[src/rtl/input_matrix.sv]
// input_matrix: synchronizes and debounces eight raw buttons, then routes each
// stable button level onto the sm510 K lines (strobed by S) or directly onto
// the active-low BA / beta lines, through a runtime-writable mapping table.
module input_matrix #(
  parameter logic [15:0] DEBOUNCE_CYCLES = 16'd4
) (
  input  logic       clk,
  input  logic       reset,
  input  logic [7:0] buttons,
  input  logic       map_wr,
  input  logic [2:0] map_addr,
  input  logic [6:0] map_data,
  input  logic [7:0] output_shifter_s,
  output logic [3:0] input_k,
  output logic       input_ba,
  output logic       input_beta
);

  // Map entry layout
  localparam int DIRECT_BIT = 6;
  localparam int ENABLE_BIT = 5;

  logic [7:0]  sync_p0;
  logic [7:0]  sync_p1;
  logic [7:0]  stable_p2;
  logic [15:0] cnt_p2 [8];
  logic [6:0]  map_tbl [8];

  logic [3:0]  k_nxt;
  logic        ba_nxt;
  logic        beta_nxt;

  // Stage p0/p1: two-flop synchronizer on the raw asynchronous button levels
  always_ff @(posedge clk) begin
    if (reset) begin
      sync_p0 <= '0;
      sync_p1 <= '0;
    end else begin
      sync_p0 <= buttons;
      sync_p1 <= sync_p0;
    end
  end

  // Stage p2: per-button debounce; stable follows sync only after it has
  // disagreed for DEBOUNCE_CYCLES consecutive cycles (zero means follow at once)
  always_ff @(posedge clk) begin
    if (reset) begin
      stable_p2 <= '0;
      for (int i = 0; i < 8; i++) cnt_p2[i] <= '0;
    end else begin
      for (int i = 0; i < 8; i++) begin
        if (DEBOUNCE_CYCLES == 16'd0) begin
          stable_p2[i] <= sync_p1[i];
          cnt_p2[i]    <= '0;
        end else if (sync_p1[i] == stable_p2[i]) begin
          cnt_p2[i] <= '0;
        end else if ((cnt_p2[i] + 16'd1) == DEBOUNCE_CYCLES) begin
          stable_p2[i] <= sync_p1[i];
          cnt_p2[i]    <= '0;
        end else begin
          cnt_p2[i] <= cnt_p2[i] + 16'd1;
        end
      end
    end
  end

  // Mapping table write port; reset clears every entry and wins over a write
  always_ff @(posedge clk) begin
    if (reset) begin
      for (int i = 0; i < 8; i++) map_tbl[i] <= '0;
    end else if (map_wr) begin
      map_tbl[map_addr] <= map_data;
    end
  end

  // Wired-OR routing of every enabled, pressed button onto K / BA / beta
  always_comb begin
    k_nxt    = '0;
    ba_nxt   = 1'b1;
    beta_nxt = 1'b1;
    for (int i = 0; i < 8; i++) begin
      if (map_tbl[i][ENABLE_BIT] && stable_p2[i]) begin
        if (map_tbl[i][DIRECT_BIT]) begin
          if (map_tbl[i][1:0] == 2'd0) ba_nxt   = 1'b0;
          else                         beta_nxt = 1'b0;
        end else if (output_shifter_s[map_tbl[i][4:2]]) begin
          k_nxt[map_tbl[i][1:0]] = 1'b1;
        end
      end
    end
  end

  // Stage p3: registered outputs toward the core
  always_ff @(posedge clk) begin
    if (reset) begin
      input_k    <= '0;
      input_ba   <= 1'b1;
      input_beta <= 1'b1;
    end else begin
      input_k    <= k_nxt;
      input_ba   <= ba_nxt;
      input_beta <= beta_nxt;
    end
  end

endmodule

[config.mk]
export PLATFORM = sky130hd
export DESIGN_NAME = input_matrix
export DESIGN_NICKNAME = d
export VERILOG_FILES = /design/src/rtl/input_matrix.sv
export SDC_FILE = /design/constraint.sdc
export NUM_CORES = 1
export LEC_CHECK = 0
export BUFFER_PORTS_ARGS = -buffer_cell sky130_fd_sc_hd__buf_2
export CAP_MARGIN = 20
export CORE_UTILIZATION = 40
export DETAILED_ROUTE_END_ITERATION = 10
export GPL_ROUTABILITY_DRIVEN = 0
export PLACE_DENSITY = 0.52
export SKIP_CTS_REPAIR_TIMING = 1
export SYNTH_ARGS = -nofsm -noshare
export SYNTH_HDL_FRONTEND = slang
export SYNTH_SLANG_ARGS = --single-unit
[constraint.sdc]
create_clock -name clk -period 2.9 [get_ports clk]
set_input_delay 0.29 -clock clk [delete_from_list [all_inputs] [get_ports clk]]
set_output_delay 0.29 -clock clk [all_outputs]
set_load 0.02 [all_outputs]
==> results.json, run 1 <==
{
  "leakage_nw": 5.031,
  "worstPathRequired_ns": 3.15,
  "start_util_pct": 41.15,
  "rows": 62,
  "max-vdd-ir-drop_mv": 0.4318,
  "slowest_stage": "edfxtp_1",
  "yosysWarnings": 0,
  "slew_headroom_pct": 49.61,
  "dieArea_sq_mm": 0.03054,
  "dr.pass1.iters": 5,
  "fin_cells": 1711,
  "nNetsFinal": 1349,
  "synth_flop_cell": "edfxtp_1",
  "grtUsageTotal_pct": 16.53,
  "reg2regPathDepth": 7,
  "reg2reg_to": "cnt_p2[0][20]",
  "grt_pass1_wl_um": 41110,
  "fmax_mhz": 378.8,
  "synthToLayoutAreaGrowth_pct": 17.57,
  "worstMarginPinSlew_ns": 0.7501,
  "wirelength_um": 24920,
  "critPathMaxFanout": 10,
  "clkTransAtPathRegs_ns": 0.06,
  "hold_end": "sync_p0[1]",
  "hold_path_class": "in -> reg",
  "drt_first_iter_violations": 421,
  "setup_tns_ns": 0,
  "ant_nets": 0,
  "clk_latency_ns": 0.52,
  "critPathKind": "reg -> reg",
  "fillers": 2825,
  "io_buffers": 34,
  "die_h_um": 174.8,
  "cap_viol_max_count": 0,
  "hold_viol": 0,
  "ios": 35,
  "rsz0062_at_grt": "no",
  "cpPeakStageDelay_ns": 0.48,
  "cp.arrival_ns": 2.89,
  "routedWlPerCell_um": 14.56,
  "clockBufferDepth": 3,
  "reg2reg_slack_ns": 0.26,
  "status": "complete, no violations",
  "ys_seq_area_share_pct": 51.31,
  "dp_cells": 1661,
  "multi_input_area_sq_mm": 0.006058,
  "cts_tree": "built",
  "cp-end-kind": "register",
  "cts-root-buf": "clkbuf_16",
  "grt_pass1_vias": 8121,
  "dpl.hpwl_um": 17870,
  "clock_skew_ns": 0.01000,
  "syn_avg_cell_area_sq_um": 10.60,
  "drive_gt1_share_pct": 9.797,
  "synth-async-reset-ratio_pct": 0,
  "timing.final.crit_period_ns": 2.640,
  "drc": 0,
  "core_sq_mm": 0.02901,
  "antenna_found_initial": 0,
  "grt_overflow_total": 0,
  "synth_edf_count": 184,
  "die_w_um": 174.8,
  "setup_viol_count_final": 0,
  "yosysUniqueCellTypes": 81,
  "total_power_mw": 7.522,
  "min-delay-start": "buttons[1]",
  "grt_max_degree": 31,
  "regToRegStartpoint": "cnt_p2[0][17]",
  "powerDensity_mw_per_mm2": 535.9,
  "htreeDepth": 1,
  "slew_violations": 0,
  "viasPerCell": 5.041,
  "hold_depth": 2,
  "start_kind": "register",
  "cts_sinks": 214,
  "diodes": 0,
  "vias": 8625,
  "netlist_instances": 1126,
  "syn_area_sq_mm": 0.01194,
  "fin_crit_sh_pct": 91.04,
  "cts_buffers": 26,
  "ys_seq_elements": 214,
  "seq_area_sq_mm": 0.006126,
  "critical_path.cell_chain": "ha_1 > and3_2 > or4_4 > a211oi_2 > o22ai_2 > o31ai_4 > nor2_1"
}
[power by group]
group / switching (mW) / leakage (nW) / internal (mW)
clock: 1.27 / 0.450 / 2.19
sequential: 0.159 / 2.10 / 3.49
combinational: 0.225 / 2.48 / 0.184
total: 1.66 / 5.03 / 5.86
[through the flow]
step / setup WS (ns) / hold slack [ns] / instance area, sq um / util (%)
2_1_floorplan: 0.4473 / 0.4138 / 12420 / -
3_3_place_gp: 0.2688 / 0.4182 / 13090 / 45.11
3_5_place_dp: 0.2512 / 0.4204 / 13090 / 45.11
4_1_cts: 0.2319 / -0.04005 / 14020 / 48.31
5_1_grt: 0.02657 / 0.01583 / 14040 / 48.38
6_report: 0.2599 / 0.007264 / 14040 / 48.38
[worst max-delay path: cells and delay by family (launching register included)]
| family | cells | cell delay (ns) |
|---|---|---|
| AOI/OAI and AO/OA | 3 | 0.87 |
| adders and majority gates | 1 | 0.26 |
| DFF | 1 | 0.48 |
| and+or+nand+nor | 3 | 0.77 |
[synth_stat cells, drive strengths merged (5+ instances only)]
cell type / count / share of area (%)
nor4b: 6 / 0.49
o31ai: 6 / 0.49
edfxtp: 184 / 46
or2: 5 / 0.26
nor2: 168 / 5.3
xor2: 56 / 4.1
ha: 13 / 1.4
a21oi: 20 / 0.84
xnor2: 66 / 4.8
nand4: 34 / 1.9
o21ai: 15 / 0.63
clkbuf: 18 / 0.57
inv: 31 / 0.97
nor3: 44 / 1.9
mux4: 16 / 3.0
and3: 16 / 0.85
and4: 12 / 0.88
o22ai: 9 / 0.52
and2: 59 / 3.1
nor3b: 10 / 0.63
mux2i: 21 / 1.8
nand2b: 7 / 0.37
buf: 10 / 0.40
nor2b: 19 / 1.0
nor4: 23 / 1.3
nand3: 68 / 2.9
or3: 24 / 1.3
dfxtp: 30 / 5.0
nand2: 69 / 2.2
[cell type report]
| cell class | instances | share of cell area, % |
|---|---|---|
| clock buffer | 36 | 5.428 |
| multi-input combinational | 980 | 43.16 |
| inverter | 31 | 0.8290 |
| clock inverter | 12 | 1.203 |
| timing repair buffer | 54 | 2.317 |
| tap | 384 | 3.423 |
| sequential | 214 | 43.64 |
[registers in the layout (all words and copies together) (netlist names)]
register / count
cnt_p2: 128
map_tbl: 56
stable_p2: 8
sync_p0: 8
sync_p1: 8
input_k: 4
input_ba: 1
input_beta: 1
[cell families after synthesis]
group           count (synthesis)  synth area share [%]
simple gates                  577                 25.23
flops                         214                 51.31
xor+xnor                      122                 8.950
compound gates                102                 6.309
buf+inv                        59                 1.939
mux                            38                 4.873
fa+ha+maj                      13                 1.362
other cells                     1               0.03141
[per-layer routing]
layer	share of wire, %	wire length, um	global-route usage, %	up-vias
met5	0	0	0	-
met4	1.8	453	3.732	0
met3	3.4	844	2.089	32
met2	44	10970	26.17	131
met1	51	12650	24.07	4068
li1	-	-	-	4394
[cells in the final DEF (no fill, tap or decap), types with 4 or more instances in the layout]
master     synthesis  routed
buf_2              8      34
xor2_1            56      56
ha_1              13      13
conb_1             1     128
nor3b_1           10      10
nand2_1           69      69
nor4_1            22      22
nor2b_1           19      19
nor2_1           168     168
nor4b_1            5       5
o22ai_1            8       8
o21ai_0           15      15
nand2b_1           7       7
mux4_2            16      16
a21o_1             4       4
or3_1             23      23
and3_1            15      15
nor3_1            43      43
inv_1             31      31
clkbuf_1          18       6
and4_1            12      12
edfxtp_1         184     184
nand3_1           67      67
bufinv_16          0       4
buf_4              0      18
dfxtp_1           30      30
o31ai_1            5       5
mux2i_1           21      21
and2_1            59      59
xnor2_1           66      66
nand4_1           33      33
a21oi_1           20      20
o41ai_1            4       4
clkbuf_16          0      29
[worst max path at each step]
stage	to	cells after the start	startpoint	slack [ns]
final	cnt_p2[0][20]	7	cnt_p2[0][17]	0.26
after global routing	cnt_p2[1][59]	7	cnt_p2[1][48]	0.03
after CTS	cnt_p2[0][20]	7	cnt_p2[0][17]	0.23
after detailed placement	cnt_p2[0][23]	7	cnt_p2[0][17]	0.25
after global placement	cnt_p2[0][22]	7	cnt_p2[0][17]	0.27
after floorplan	cnt_p2[0][19]	7	cnt_p2[0][16]	0.45
(Power assumes the default switching activity.)
==> run 2, diff against run 1 <==
--- a/config.mk
+++ b/config.mk
@@ -11,6 +11,7 @@
 export DETAILED_ROUTE_END_ITERATION = 10
 export GPL_ROUTABILITY_DRIVEN = 0
 export PLACE_DENSITY = 0.52
+export SETUP_SLACK_MARGIN = 0.4
 export SKIP_CTS_REPAIR_TIMING = 1
 export SYNTH_ARGS = -nofsm -noshare
 export SYNTH_HDL_FRONTEND = slang
==> constraint.sdc (replaced) <==
create_clock -name clk -period 2.8 [get_ports clk]
set_input_delay 0.28 -clock clk [delete_from_list [all_inputs] [get_ports clk]]
set_output_delay 0.28 -clock clk [all_outputs]
set_load 0.02 [all_outputs]
==> results.json, run 2 (synthesized netlist as in run 1, its figures left out) <==
{
  "grt_use_met2_pct": 26.77,
  "grt_pass1_vias": 8299,
  "hold_path_class": "in -> reg",
  "diodes": 0,
  "dr.pass1.iters": 5,
  "slowest_stage": "edfxtp_1",
  "cp.arrival_ns": 2.73,
  "fillers": 2764,
  "timing.final.crit_period_ns": 2.458,
  "cts_buffers": 27,
  "cp-end-kind": "register",
  "clockBufferDepth": 3,
  "grt_max_degree": 31,
  "worstPathRequired_ns": 3.07,
  "slew_violations": 0,
  "drive_gt1_share_pct": 13.75,
  "routedWlPerCell_um": 14.94,
  "htreeDepth": 1,
  "place_area_sq_mm": 0.01310,
  "hold_viol": 1,
  "io_buffers": 34,
  "clk_latency_ns": 0.52,
  "cts_tree": "built",
  "cts-root-buf": "clkbuf_16",
  "grt_use_met1_pct": 24.51,
  "clock_skew_ns": 0.01305,
  "setup_viol_count_final": 0,
  "grt.met3_usage_pct": 2.241,
  "grt_pass1_wl_um": 42280,
  "fin_crit_sh_pct": 87.78,
  "grt_overflow_total": 0,
  "ios": 35,
  "dieArea_sq_mm": 0.03054,
  "layout.cells.most_common": "edfxtp_1",
  "clkTransAtPathRegs_ns": 0.06,
  "drc": 0,
  "antenna_found_initial": 0,
  "seq_area_sq_mm": 0.006126,
  "cap_viol_max_count": 0,
  "cts_sinks": 214,
  "cp_top_family": "compound AO/OA/AOI/OAI gates",
  "start_util_pct": 41.15,
  "rows": 62,
  "crit_buf_inv": 1,
  "violations": "hold timing",
  "drt_first_iter_violations": 563,
  "largest_register_ffs": 128,
  "powerDensity_mw_per_mm2": 514.7,
  "fmax_mhz": 406.8,
  "busiest_layer": "met2",
  "setup_tns_ns": 0,
  "synthToLayoutAreaGrowth_pct": 20.72,
  "hold_ws_ns": -0.001859,
  "max-vdd-ir-drop_mv": 0.4446,
  "vias": 8843,
  "die_w_um": 174.8,
  "status": "finished with violations",
  "viasPerCell": 5.091,
  "worstMarginPinSlew_ns": 0.8565,
  "dp_slack_ns": 0.2077,
  "slew_headroom_pct": 42.46,
  "critical_path.cell_chain": "ha_2 > and3_4 > or4_4 > a211oi_2 > o22ai_2 > o31ai_4 > buf_6 > nor2_1",
  "critPathMaxFanout": 5,
  "rsz0062_at_grt": "yes",
  "postLayoutCellArea_sq_mm": 0.01441,
  "grtUsageTotal_pct": 16.98,
  "wirelength_um": 25950,
  "start_kind": "register",
  "critPathKind": "reg -> reg",
  "ant_nets": 0,
  "leakage_nw": 5.157,
  "cpPeakStageDelay_ns": 0.46,
  "largestRegisters": "cnt_p2 x128, map_tbl x56",
  "dpl.hpwl_um": 18000,
  "die_h_um": 174.8,
  "multi_input_area_sq_mm": 0.006345,
  "nNetsFinal": 1376,
  "fin_ws_ns": 0.3420,
  "core_sq_mm": 0.02901,
  "largest_register": "cnt_p2",
  "layout_common_cells": "edfxtp_1 (184), nor2_1 (163), conb_1 (128)"
}
run 2: layer usage:
metal,part of all wire [%],routed length [um]
met1,49,12820
met2,45,11640
met3,3.9,1023
met4,1.8,467
met5,0,0
run 2: final timing paths:
| check | depth (start not counted) | end | slack [ns] | startpoint |
|---|---|---|---|---|
| max | 8 | cnt_p2[0][23] | 0.34 | cnt_p2[0][17] |
| min | 2 | sync_p0[4] | -0.002 | buttons[4] |
| max reg2reg | 8 | cnt_p2[0][23] | 0.34 | cnt_p2[0][17] |
| min reg2reg | 1 | sync_p1[5] | 0.43 | sync_p0[5] |
run 2: final cells by class:
class / count / area share [%]
Multi-Input combinational cell: 981 / 44.02
Tap cell: 384 / 3.334
Sequential cell: 214 / 42.50
Timing Repair Buffer: 79 / 3.750
Clock inverter: 9 / 0.3038
Clock buffer: 39 / 5.278
Inverter: 31 / 0.8074
run 2: report_power, final:
part           switching (mW)  internal [mW]
logic                   0.253          0.211
clock network            1.31           1.87
registers               0.164           3.61
total                    1.73           5.69
run 2: per-stage QoR:
stage	util (%)	cells	total power, mW
after floorplan	-	1253	4.097
after global placement	45.11	1659	4.257
after detailed placement	45.16	1661	4.268
after CTS	47.93	1709	7.479
after global routing	49.68	1737	7.708
final	49.68	1737	7.418
==> run 3, diff against run 2 <==
--- a/config.mk
+++ b/config.mk
@@ -8,6 +8,7 @@
 export BUFFER_PORTS_ARGS = -buffer_cell sky130_fd_sc_hd__buf_2
 export CAP_MARGIN = 20
 export CORE_UTILIZATION = 40
+export CTS_BUF_LIST = sky130_fd_sc_hd__clkbuf_8
 export DETAILED_ROUTE_END_ITERATION = 10
 export GPL_ROUTABILITY_DRIVEN = 0
 export PLACE_DENSITY = 0.52
==> results.json, run 3 (synthesized netlist as in run 1, its figures left out) <==
{
  "grt_max_degree": 31,
  "antenna_found_initial": 0,
  "worstPathRequired_ns": 3.09,
  "hold_viol": 0,
  "worstMarginPinSlew_ns": 0.7667,
  "max-vdd-ir-drop_mv": 0.3252,
  "cts_sinks": 214,
  "fmax_mhz": 403.5,
  "clock_skew_ns": 0.02008,
  "dr.pass1.iters": 5,
  "fillers": 2820,
  "viasPerCell": 5.047,
  "reg2regPathDepth": 8,
  "timing.final.crit_period_ns": 2.478,
  "min-delay-start": "buttons[3]",
  "reg2reg_to": "cnt_p2[0][2]",
  "setup_viol_count_final": 0,
  "nNetsFinal": 1397,
  "routedWlPerCell_um": 14.83,
  "rows": 62,
  "clkTransAtPathRegs_ns": 0.05,
  "setup_tns_ns": 0,
  "largest_register": "cnt_p2",
  "cap_viol_max_count": 0,
  "cp-end-kind": "register",
  "critPathMaxFanout": 6,
  "grtUsageTotal_pct": 17.21,
  "io_buffers": 34,
  "layout_common_cells": "edfxtp_1 (184), nor2_1 (157), conb_1 (128)",
  "dieArea_sq_mm": 0.03054,
  "cts_buffers": 41,
  "ios": 35,
  "fin_crit_sh_pct": 88.50,
  "drive_gt1_share_pct": 15.44,
  "hold_path_class": "in -> reg",
  "start_kind": "register",
  "status": "complete, no violations",
  "grt_pass1_vias": 8479,
  "clk_latency_ns": 0.54,
  "htreeDepth": 2,
  "hold_depth": 2,
  "vias": 8934,
  "powerDensity_mw_per_mm2": 491.7,
  "die_h_um": 174.8,
  "synthToLayoutAreaGrowth_pct": 21.45,
  "core_sq_mm": 0.02901,
  "crit_start": "cnt_p2[0][0]",
  "hold_end": "sync_p0[3]",
  "layout.cells.most_common": "edfxtp_1",
  "grt_pass1_wl_um": 42660,
  "slew_violations": 0,
  "rsz0062_at_grt": "yes",
  "largestRegisters": "cnt_p2 x128, map_tbl x56",
  "wirelength_um": 26260,
  "cp.arrival_ns": 2.76,
  "diodes": 0,
  "cts_tree": "built",
  "slew_headroom_pct": 48.49,
  "grt_overflow_total": 0,
  "ant_nets": 0,
  "drt_first_iter_violations": 461,
  "start_util_pct": 41.15,
  "reg2reg_slack_ns": 0.32,
  "dpl.hpwl_um": 18000,
  "die_w_um": 174.8,
  "leakage_nw": 5.298,
  "cts-root-buf": "clkbuf_8",
  "drc": 0,
  "regToRegStartpoint": "cnt_p2[0][0]",
  "critPathKind": "reg -> reg",
  "clockBufferDepth": 3,
  "hold_ws_ns": 0.01968,
  "largest_register_ffs": 128
}
## run 3: changes by cell type in the layout (fill, tap and decap cells not counted), moves of 2 or more
cell	previous run	this run
nor3_4	0	2
clkbuf_16	27	0
inv_1	31	50
clkbuf_1	8	0
buf_4	37	40
nor2_1	163	157
nor2_2	1	6
clkbuf_8	4	49
nor3_2	5	3
clkinv_2	5	1
buf_6	2	4
## run 3: final cells by class
cell class              count  area (sq um)  share of cell area [%]
inverters                  31         116.4                  0.8025
well taps                 384         480.5                   3.313
clock buffers              49         674.4                   4.651
flip-flops and latches    214          6126                   42.25
multi-input cells         981          6404                   44.16
repair buffers             86         600.6                   4.142
clock inverters            25         98.84                  0.6817
## run 3: through the flow
| stage | util [%] | power [mW] | cells | instance area, sq um | worst slack [ns] |
|---|---|---|---|---|---|
| 2_1_floorplan | - | 4.097 | 1253 | 12420 | 0.4139 |
| 3_3_place_gp | 45.11 | 4.257 | 1659 | 13090 | 0.3017 |
| 3_5_place_dp | 45.16 | 4.268 | 1661 | 13100 | 0.2077 |
| 4_1_cts | 47.82 | 7.202 | 1735 | 13870 | 0.1935 |
| 5_1_grt | 49.98 | 7.458 | 1770 | 14500 | 0.2271 |
| 6_report | 49.98 | 7.129 | 1770 | 14500 | 0.3219 |
## run 3: worst max path at each step
stage / to / slack (ns) / cells after the start
2_1_floorplan: cnt_p2[0][19] / 0.41 / 7
3_3_place_gp: cnt_p2[0][24] / 0.30 / 8
3_5_place_dp: cnt_p2[1][56] / 0.21 / 7
4_1_cts: cnt_p2[1][56] / 0.19 / 7
5_1_grt: cnt_p2[0][2] / 0.23 / 9
6_report: cnt_p2[0][2] / 0.32 / 8
## run 3: worst max-delay path, stage by stage, from the launching register on
cell       delay (ns)
edfxtp_1         0.48
buf_4            0.16
nand4_1          0.18
nand2b_1         0.25
a2111oi_4        0.38
o22ai_2          0.18
o31ai_4          0.29
buf_6            0.17
o21ba_1          0.14
## run 3: layer usage
metal	vias to the layer above	GRT usage (%)	wire (um)
met5	-	0	0
met4	0	5.761	624
met3	51	2.720	1098
met2	152	26.87	11830
met1	4239	24.31	12700
li1	4492	-	-
## run 3: power breakdown
group	leakage, nW	total, mW	internal (mW)	switching [mW]
combinational	2.73	0.477	0.217	0.259
sequential	2.10	3.78	3.61	0.163
clock	0.464	2.88	1.57	1.30
